--- src/rtl/audio_pwm_out_pkg.sv ---
// Shared definitions for the audio PWM playout stage.
//   SAMPLE_W            width of one audio sample (two's complement on input)
//   MIDSCALE            offset-binary midpoint; also the idle PWM duty
//   DEFAULT_SAMPLE_DIV  clocks per output sample (100 MHz / 48 kHz)
//   DEFAULT_DEPTH       default FIFO depth
//   PWM_W               PWM counter / duty width
package audio_pwm_out_pkg;

  localparam int SAMPLE_W           = 8;
  localparam int PWM_W              = 8;
  localparam int DEFAULT_SAMPLE_DIV = 2083;
  localparam int DEFAULT_DEPTH      = 16;

  typedef logic [SAMPLE_W-1:0] sample_t;

  localparam sample_t MIDSCALE = 8'h80;

  // Attenuate a signed sample by an arithmetic right shift, then flip the
  // sign bit to turn two's complement into offset binary for the PWM duty.
  function automatic sample_t to_offset(input sample_t s, input logic [2:0] vol);
    logic signed [SAMPLE_W-1:0] sh;
    sh = $signed(s) >>> vol;
    return sample_t'(sh) ^ MIDSCALE;
  endfunction

endpackage

--- src/rtl/audio_pwm_out_sync_fifo.sv ---
// Single-clock FIFO buffering filtered samples ahead of playout.
// Ports:
//   clock, reset      system clock, synchronous active-high reset
//   push, wdata       write request and data (ignored when full unless popping)
//   pop               read request (ignored when empty)
//   rdata             head entry, valid whenever empty is low
//   full, empty       occupancy flags
//   count             occupancy 0..DEPTH
module sync_fifo
  import audio_pwm_out_pkg::*;
#(
  parameter int DEPTH = DEFAULT_DEPTH,
  parameter int WIDTH = SAMPLE_W,
  localparam int AW   = $clog2(DEPTH),
  localparam int CW   = AW + 1
) (
  input  logic             clock,
  input  logic             reset,
  input  logic             push,
  input  logic             pop,
  input  logic [WIDTH-1:0] wdata,
  output logic [WIDTH-1:0] rdata,
  output logic             full,
  output logic             empty,
  output logic [CW-1:0]    count
);

  logic [WIDTH-1:0] mem_q [DEPTH];
  logic [AW-1:0]    wr_ptr_q, wr_ptr_d;
  logic [AW-1:0]    rd_ptr_q, rd_ptr_d;
  logic [CW-1:0]    count_q, count_d;
  logic             do_push, do_pop;

  assign empty = (count_q == '0);
  assign full  = (count_q == CW'(DEPTH));
  assign count = count_q;
  assign rdata = mem_q[rd_ptr_q];

  always_comb begin
    do_pop   = pop & ~empty;
    // A full FIFO still accepts a write in the same cycle a read frees a slot.
    do_push  = push & (~full | do_pop);
    wr_ptr_d = wr_ptr_q;
    rd_ptr_d = rd_ptr_q;
    count_d  = count_q;
    if (do_push) wr_ptr_d = wr_ptr_q + 1'b1;
    if (do_pop)  rd_ptr_d = rd_ptr_q + 1'b1;
    case ({do_push, do_pop})
      2'b10:   count_d = count_q + 1'b1;
      2'b01:   count_d = count_q - 1'b1;
      default: count_d = count_q;
    endcase
  end

  always_ff @(posedge clock) begin
    if (reset) begin
      wr_ptr_q <= '0;
      rd_ptr_q <= '0;
      count_q  <= '0;
    end else begin
      wr_ptr_q <= wr_ptr_d;
      rd_ptr_q <= rd_ptr_d;
      count_q  <= count_d;
    end
  end

  // Storage is not reset; resetting the pointers discards the contents.
  always_ff @(posedge clock) begin
    if (do_push) mem_q[wr_ptr_q] <= wdata;
  end

endmodule

--- src/rtl/audio_pwm_out.sv ---
// Audio playout stage: buffers filtered samples and plays them out at a fixed
// sample rate as an 8-bit PWM stream.
// Ports:
//   clock, reset   system clock, synchronous active-high reset
//   sample_in      filtered sample, two's complement
//   sample_valid   one-cycle strobe qualifying sample_in
//   volume         attenuation shift 0..7, applied when a sample is popped
//   sample_tick    one-cycle pulse per output sample period
//   pwm_out        registered PWM output
//   fifo_count     FIFO occupancy 0..DEPTH
//   overflow       sticky: a sample was dropped because the FIFO was full
//   underflow      sticky: a sample period elapsed with the FIFO empty
module audio_pwm_out
  import audio_pwm_out_pkg::*;
#(
  parameter int DEPTH      = DEFAULT_DEPTH,
  parameter int SAMPLE_DIV = DEFAULT_SAMPLE_DIV
) (
  input  logic                    clock,
  input  logic                    reset,
  input  logic [SAMPLE_W-1:0]     sample_in,
  input  logic                    sample_valid,
  input  logic [2:0]              volume,
  output logic                    sample_tick,
  output logic                    pwm_out,
  output logic [$clog2(DEPTH):0]  fifo_count,
  output logic                    overflow,
  output logic                    underflow
);

  localparam int DIV_W = $clog2(SAMPLE_DIV);
  localparam logic [DIV_W-1:0] DIV_LAST = DIV_W'(SAMPLE_DIV - 1);

  logic [DIV_W-1:0] div_cnt_q, div_cnt_d;
  logic             sample_tick_q, sample_tick_d;
  logic             overflow_q, overflow_d;
  logic             underflow_q, underflow_d;
  sample_t          cur_sample_q, cur_sample_d;
  logic [PWM_W-1:0] pwm_cnt_q, pwm_cnt_d;
  logic [PWM_W-1:0] duty_q, duty_d;
  logic             pwm_out_q, pwm_out_d;

  logic             tick;
  sample_t          fifo_rdata;
  logic             fifo_full, fifo_empty;

  sync_fifo #(
    .DEPTH (DEPTH),
    .WIDTH (SAMPLE_W)
  ) u_fifo (
    .clock (clock),
    .reset (reset),
    .push  (sample_valid),
    .pop   (tick),
    .wdata (sample_in),
    .rdata (fifo_rdata),
    .full  (fifo_full),
    .empty (fifo_empty),
    .count (fifo_count)
  );

  always_comb begin
    tick          = (div_cnt_q == DIV_LAST);
    div_cnt_d     = tick ? '0 : div_cnt_q + 1'b1;
    sample_tick_d = tick;

    // A push into a full FIFO is only lost when no pop frees a slot that cycle.
    overflow_d  = overflow_q | (sample_valid & fifo_full & ~tick);
    underflow_d = underflow_q | (tick & fifo_empty);

    cur_sample_d = cur_sample_q;
    if (tick && !fifo_empty) cur_sample_d = to_offset(fifo_rdata, volume);

    // Duty only follows cur_sample at the frame boundary so a frame is never
    // split between two duty values.
    pwm_cnt_d = pwm_cnt_q + 1'b1;
    duty_d    = (pwm_cnt_q == '1) ? cur_sample_q : duty_q;
    pwm_out_d = (pwm_cnt_q < duty_q);
  end

  always_ff @(posedge clock) begin
    if (reset) begin
      div_cnt_q     <= '0;
      sample_tick_q <= 1'b0;
      overflow_q    <= 1'b0;
      underflow_q   <= 1'b0;
      cur_sample_q  <= MIDSCALE;
      pwm_cnt_q     <= '0;
      duty_q        <= MIDSCALE;
      pwm_out_q     <= 1'b0;
    end else begin
      div_cnt_q     <= div_cnt_d;
      sample_tick_q <= sample_tick_d;
      overflow_q    <= overflow_d;
      underflow_q   <= underflow_d;
      cur_sample_q  <= cur_sample_d;
      pwm_cnt_q     <= pwm_cnt_d;
      duty_q        <= duty_d;
      pwm_out_q     <= pwm_out_d;
    end
  end

  assign sample_tick = sample_tick_q;
  assign pwm_out     = pwm_out_q;
  assign overflow    = overflow_q;
  assign underflow   = underflow_q;

endmodule
--- config.mk ---
export PLATFORM = sky130hd
export DESIGN_NAME = audio_pwm_out
export DESIGN_NICKNAME = d
export VERILOG_FILES = /design/src/rtl/audio_pwm_out_pkg.sv /design/src/rtl/audio_pwm_out_sync_fifo.sv /design/src/rtl/audio_pwm_out.sv
export SDC_FILE = /design/constraint.sdc
export NUM_CORES = 1
export LEC_CHECK = 0
export ABC_CLOCK_PERIOD_IN_PS = 5600
export CORE_MARGIN = 2
export CORE_UTILIZATION = 40
export CTS_CLUSTER_SIZE = 8
export DETAILED_ROUTE_END_ITERATION = 10
export PLACE_DENSITY = 0.53
export SYNTH_ARGS = -nofsm -noshare
export SYNTH_HDL_FRONTEND = slang
export SYNTH_SLANG_ARGS = --single-unit
--- constraint.sdc ---
create_clock -name clock -period 5.6 [get_ports clock]
set_input_delay 1.4 -clock clock [delete_from_list [all_inputs] [get_ports clock]]
set_output_delay 1.4 -clock clock [all_outputs]
set_load 0.05 [all_outputs]
# Yosys cells after proc, flatten, opt, wreduce, memory -nomap -nowiden
# Memories as Yosys holds them, arrays and structs flattened. A register that Yosys moved wholly into a read port is not among the register bits.
# Cells that the tools add are included.
# classes
addsub,6
n_lt_le_gt_ge,1
n_eq_ne,5
shift,1
muxes,5
n_bitwise,12
n_reduce_logical,5
# ops
op,n
$add A12 B1 Y12 const B,1
$eq A12 B12 Y1 const B,1
$pmux W5 S2,1
$add A4 B1 Y4 const B,2
$add A8 B1 Y8 const B,1
$eq A8 B8 Y1 const B,1
$lt A8 B8 Y1,1
$mux W4,2
$sshr A8 B3 Y8,1
$add A5 B1 Y5 const B,1
$and A1 B1 Y1,5
$eq A5 B5 Y1 const B,1
$logic_not A5 Y1,1
$sub A5 B1 Y5 const B,1
$not A1 Y1,4
$or A1 B1 Y1,3
$eq A2 B1 Y1 const B,1
$eq A2 B2 Y1 const B,1
$mux W1,2
$reduce_bool A2 Y1,1
$reduce_or A2 Y1,1
$logic_and A1 B1 Y1,1
$logic_not A1 Y1,1
# word_totals
reg_bits,53
ramBits,128
inputBits,14
out_inout_bits,9
n_memories,1
# memory_table
name,depth,width,read_ports,rd_ports_with_merged_regs,write_ports,line,text
u_fifo.mem_q,16,8,1,1,1,audio_pwm_out_sync_fifo.sv:28,logic [WIDTH-1:0] mem_q [DEPTH];

# Depth between registers and ports, before layout
# logic_depth
word_depth,7
mapped_depth,12
depth_no_buf,12

# Cells and area by module
# Synthesis repeated with hierarchy kept, for this count alone.
# unflattened
cells_unflattened,531
hier_area_um2,7853.8
# by_module_without_submodules
mod,instances,cells_each,area_per_inst_um2
sync_fifo,1,322,5854.4
audio_pwm_out,1,209,1999.4

# Least setup slack after synthesis
# No wires, ideal clock.
# synth_timing
path_type,input to register
start,input port sample_valid
end,memory u_fifo.mem_q[1][0] (netlist bit) (enable)
setup_time_ns,0.395
t_arrival_ns,2.617
required_time_ns,5.205
path_slack_ns,2.588
cell_stages,3
path_cell_list,clkbuf_1 nand2b_4 nor4_1
# synth_via
elab_chain_len,3
# synth_rtl
element,line,text
from (decl),audio_pwm_out.sv:22,"input logic sample_valid,"
$and A1 B1 Y1,audio_pwm_out_sync_fifo.sv:42,do_push = push & (~full | do_pop);
$mux W1,audio_pwm_out_sync_fifo.sv:69,if (do_push) mem_q[wr_ptr_q] <= wdata;
$mux W1 (implied by the code),audio_pwm_out_sync_fifo.sv:69,
to (decl),audio_pwm_out_sync_fifo.sv:28,
# Every way passes these cells.

# Final worst setup path
# layout_timing
start,input port sample_valid
end,memory u_fifo.mem_q[5][2] (netlist bit) (enable)
# Same word-level chain as after synthesis.

==> flow_summary.ini <==
[placed_design]
io_buffers = 22
place_inst = 773
preCtsSetupSlack_ns = 1.95
place_area_um2 = 8140
hpwlAfterDp_mm = 10.7
gp_congestion = 0.839

[global_route]
grt_first_pass_wirelength_mm = 24.5
grt_overflow = 0
grt_usage_pct = 16.4
antenna_found_initial = 0
grt_max_degree = 42
grt_pass1_vias = 4298

[die]
rows = 50
die_area_um2 = 20400
ioPinCount = 23
core_um2 = 18800
initial_utilization_pct = 41.0
die_h_um = 143
die_x_um = 143

[final_layout]
diodes = 0
drive_above_1_share_pct = 13.8
instances_no_fill = 805
design_area_um2 = 8710
finalNetCount = 588
area_delta_synth_final_pct = 13.2
fillers = 1659

[clock_network]
cts.sinks = 185
cts.path.max_buffers = 2
cts_setup_buffers = 0
cts-resized-gates = 0
cts.clk_slew.worst_paths_ns = 0.07
cts_made_buffers = 17
ctsHtreeMaxLevel = 4
root_buffer = clkbuf_16
holdBufCountCts = 0
tritoncts = built
insertion_delay_ns = 0.43

[critical_path]
critPathBufInv = 1
reg2reg_to = u_fifo.mem_q[5][2]
required_ns = 5.68
path_cells = clkdlybuf4s50_1, nor2b_2, nand2_1, nor2_1, and2_1
startpoint = sample_valid
cp_max_fo = 9
end_kind = flip-flop
cpMaxStageDelayCell = clkdlybuf4s50_1
startpoint_type = input pin
worst-setup-path-type = in2reg
crit_family = simple AND/OR/NAND/NOR gates
crit_arrival_ns = 3.29
ff2ff_setup_slack_ns = 2.49
ff2ff_path_depth = 7
r2r-start = div_cnt_q[9]
critPathMaxStageDelay_ns = 0.68
cp-endpoint = u_fifo.mem_q[5][2]
cp.depth = 5

[synthesis]
netlist-cell-type-count = 54
yosysSeqAreaShare_pct = 64.8
avgSynthCellArea_um2 = 14.3
ys.flop_type = edfxtp_1
yosys_warnings = 0
netlist_instances = 537
netlist_area_um2 = 7700
ys_top_cells_by_count = edfxtp_1, nor2_1, dfxtp_1
synth_top_area_share_pct = 49.9
synth.most_common_cell = edfxtp_1
yosys.area.top_type = edfxtp_1
synth-seq-cells = 185
synth_edf_count = 128
async_flop_share_pct = 0
synth_nets = 567
synth_area_leaders = edfxtp_1, dfxtp_1, mux4_2

[route]
drc = 0
drtPass1Iterations = 5
ant_nets = 0
drt_iter0_drc = 292
wl_per_cell_um = 19.4
wl_mm = 15.6
via_count = 4368
viasPerCell = 5.43

[sta]
fin_crit_ns = 3.21
worstMarginPinSlew_ns = 0.970
slew_headroom_pct = 34.8
hold_viol_final = 0
rsz0062_at_grt = false
post-route-period-util_pct = 57.3
fmax_mhz = 312
finalClockSkew_ns = 0.00928
drv_slew = 0
worst_slack_ns = 2.39
setup_tns_ns = 0
setup_viol_count_final = 0

[flow_run]
max_cap_violations = 0

[power_and_ir_drop]
ir_drop_mv = 0.217
power.density_nw_per_um2 = 316
power_leakage_nw = 2.84

[run_status]
outcome = completed

[worst_hold_path]
hold_start = pwm_cnt_q[0]
min_path_type = reg2reg
power breakdown:
part / internal, mW / leakage, nW / total, mW / switching (mW)
registers: 1.48 / 1.62 / 1.49 / 0.0128
clock network: 0.589 / 0.268 / 1.14 / 0.547
logic: 0.0466 / 0.957 / 0.126 / 0.0797
worst min path at each step:
| stage | endpoint | slack (ns) | cells after the start |
|---|---|---|---|
| 5_1_grt | pwm_cnt_q[0] | 0.48 | 1 |
| 6_report | pwm_cnt_q[0] | 0.46 | 1 |
| 4_1_cts | pwm_cnt_q[0] | 0.47 | 1 |
| 3_5_place_dp | pwm_cnt_q[0] | 0.45 | 1 |
| 3_3_place_gp | pwm_cnt_q[0] | 0.44 | 1 |
| 2_1_floorplan | pwm_cnt_q[0] | 0.43 | 1 |
layer usage:
| metal | track usage, % | wire length (µm) |
|---|---|---|
| met3 | 4.49 | 737 |
| met2 | 25.4 | 7260 |
| met5 | 0 | 0 |
| met1 | 23.1 | 7500 |
| met4 | 4.06 | 123 |
final cells by class:
type                    instances  area [µm²]  share of cell area [%]
inverters                      20        75.1                   0.862
multi-input cells             307        2530                    29.1
repair buffers                 27         258                    2.96
well taps                     234         293                    3.36
clock buffers                  18         429                    4.93
clock inverters                14         139                    1.59
flip-flops and latches        185        4990                    57.2
sequential cells by signal (all words and copies together) (netlist names), named ones only:
register / flops
pwm_cnt_q: 8
underflow: 1
u_fifo.mem_q: 128
u_fifo.count: 5
cur_sample_q: 8
overflow: 1
pwm_out: 1
u_fifo.wr_ptr_q: 4
sample_tick: 1
duty_q: 8
div_cnt_q: 12
u_fifo.rd_ptr_q: 4
cells in the final DEF (no fill, tap or decap), types with 5 or more instances in the layout:
cell and count:
nor2_1 60, inv_1 19, clkdlybuf4s50_1 22, nand4_1 5, mux2i_1 11, clkbuf_16 17, mux4_2 28, a21o_1 5
ha_1 16, edfxtp_1 128, and2_1 9, a21oi_1 18, xnor2_1 10, nor4_1 5, nor3_1 7, nand3_1 15
buf_4 5, o21ai_0 10, nand2_1 28, mux4_1 5, a22oi_1 10, xor2_1 15, dfxtp_1 56, and3_1 5
worst reg2reg max path: stages, from the launching register on:
cell	delay, ns
dfxtp_1	0.34
nor4b_1	0.69
nand3_1	0.34
nor2b_1	0.28
nor2b_2	0.31
nand2_1	0.09
nor2_1	0.25
and2_1	0.46
stage by stage:
| step | utilization (%) | total power [mW] | hold slack, ns |
|---|---|---|---|
| after floorplan | - | 1.59 | 0.425 |
| after global placement | 43.4 | 1.65 | 0.442 |
| after detailed placement | 43.4 | 1.65 | 0.455 |
| after CTS | 46.4 | 2.78 | 0.471 |
| after global routing | 46.4 | 2.85 | 0.483 |
| final | 46.4 | 2.75 | 0.465 |
cells by family after synthesis:
group / count (synthesis) / synth area share [%]
buffers and inverters: 45 / 2.49
and+or+nand+nor: 152 / 9.53
adders and majority gates: 16 / 2.60
AOI/OAI and AO/OA: 67 / 6.00
DFF: 185 / 64.8
xor gates and xnor gates: 25 / 2.85
muxes: 47 / 11.8
No activity file was read; power rests on OpenSTA's default activity.
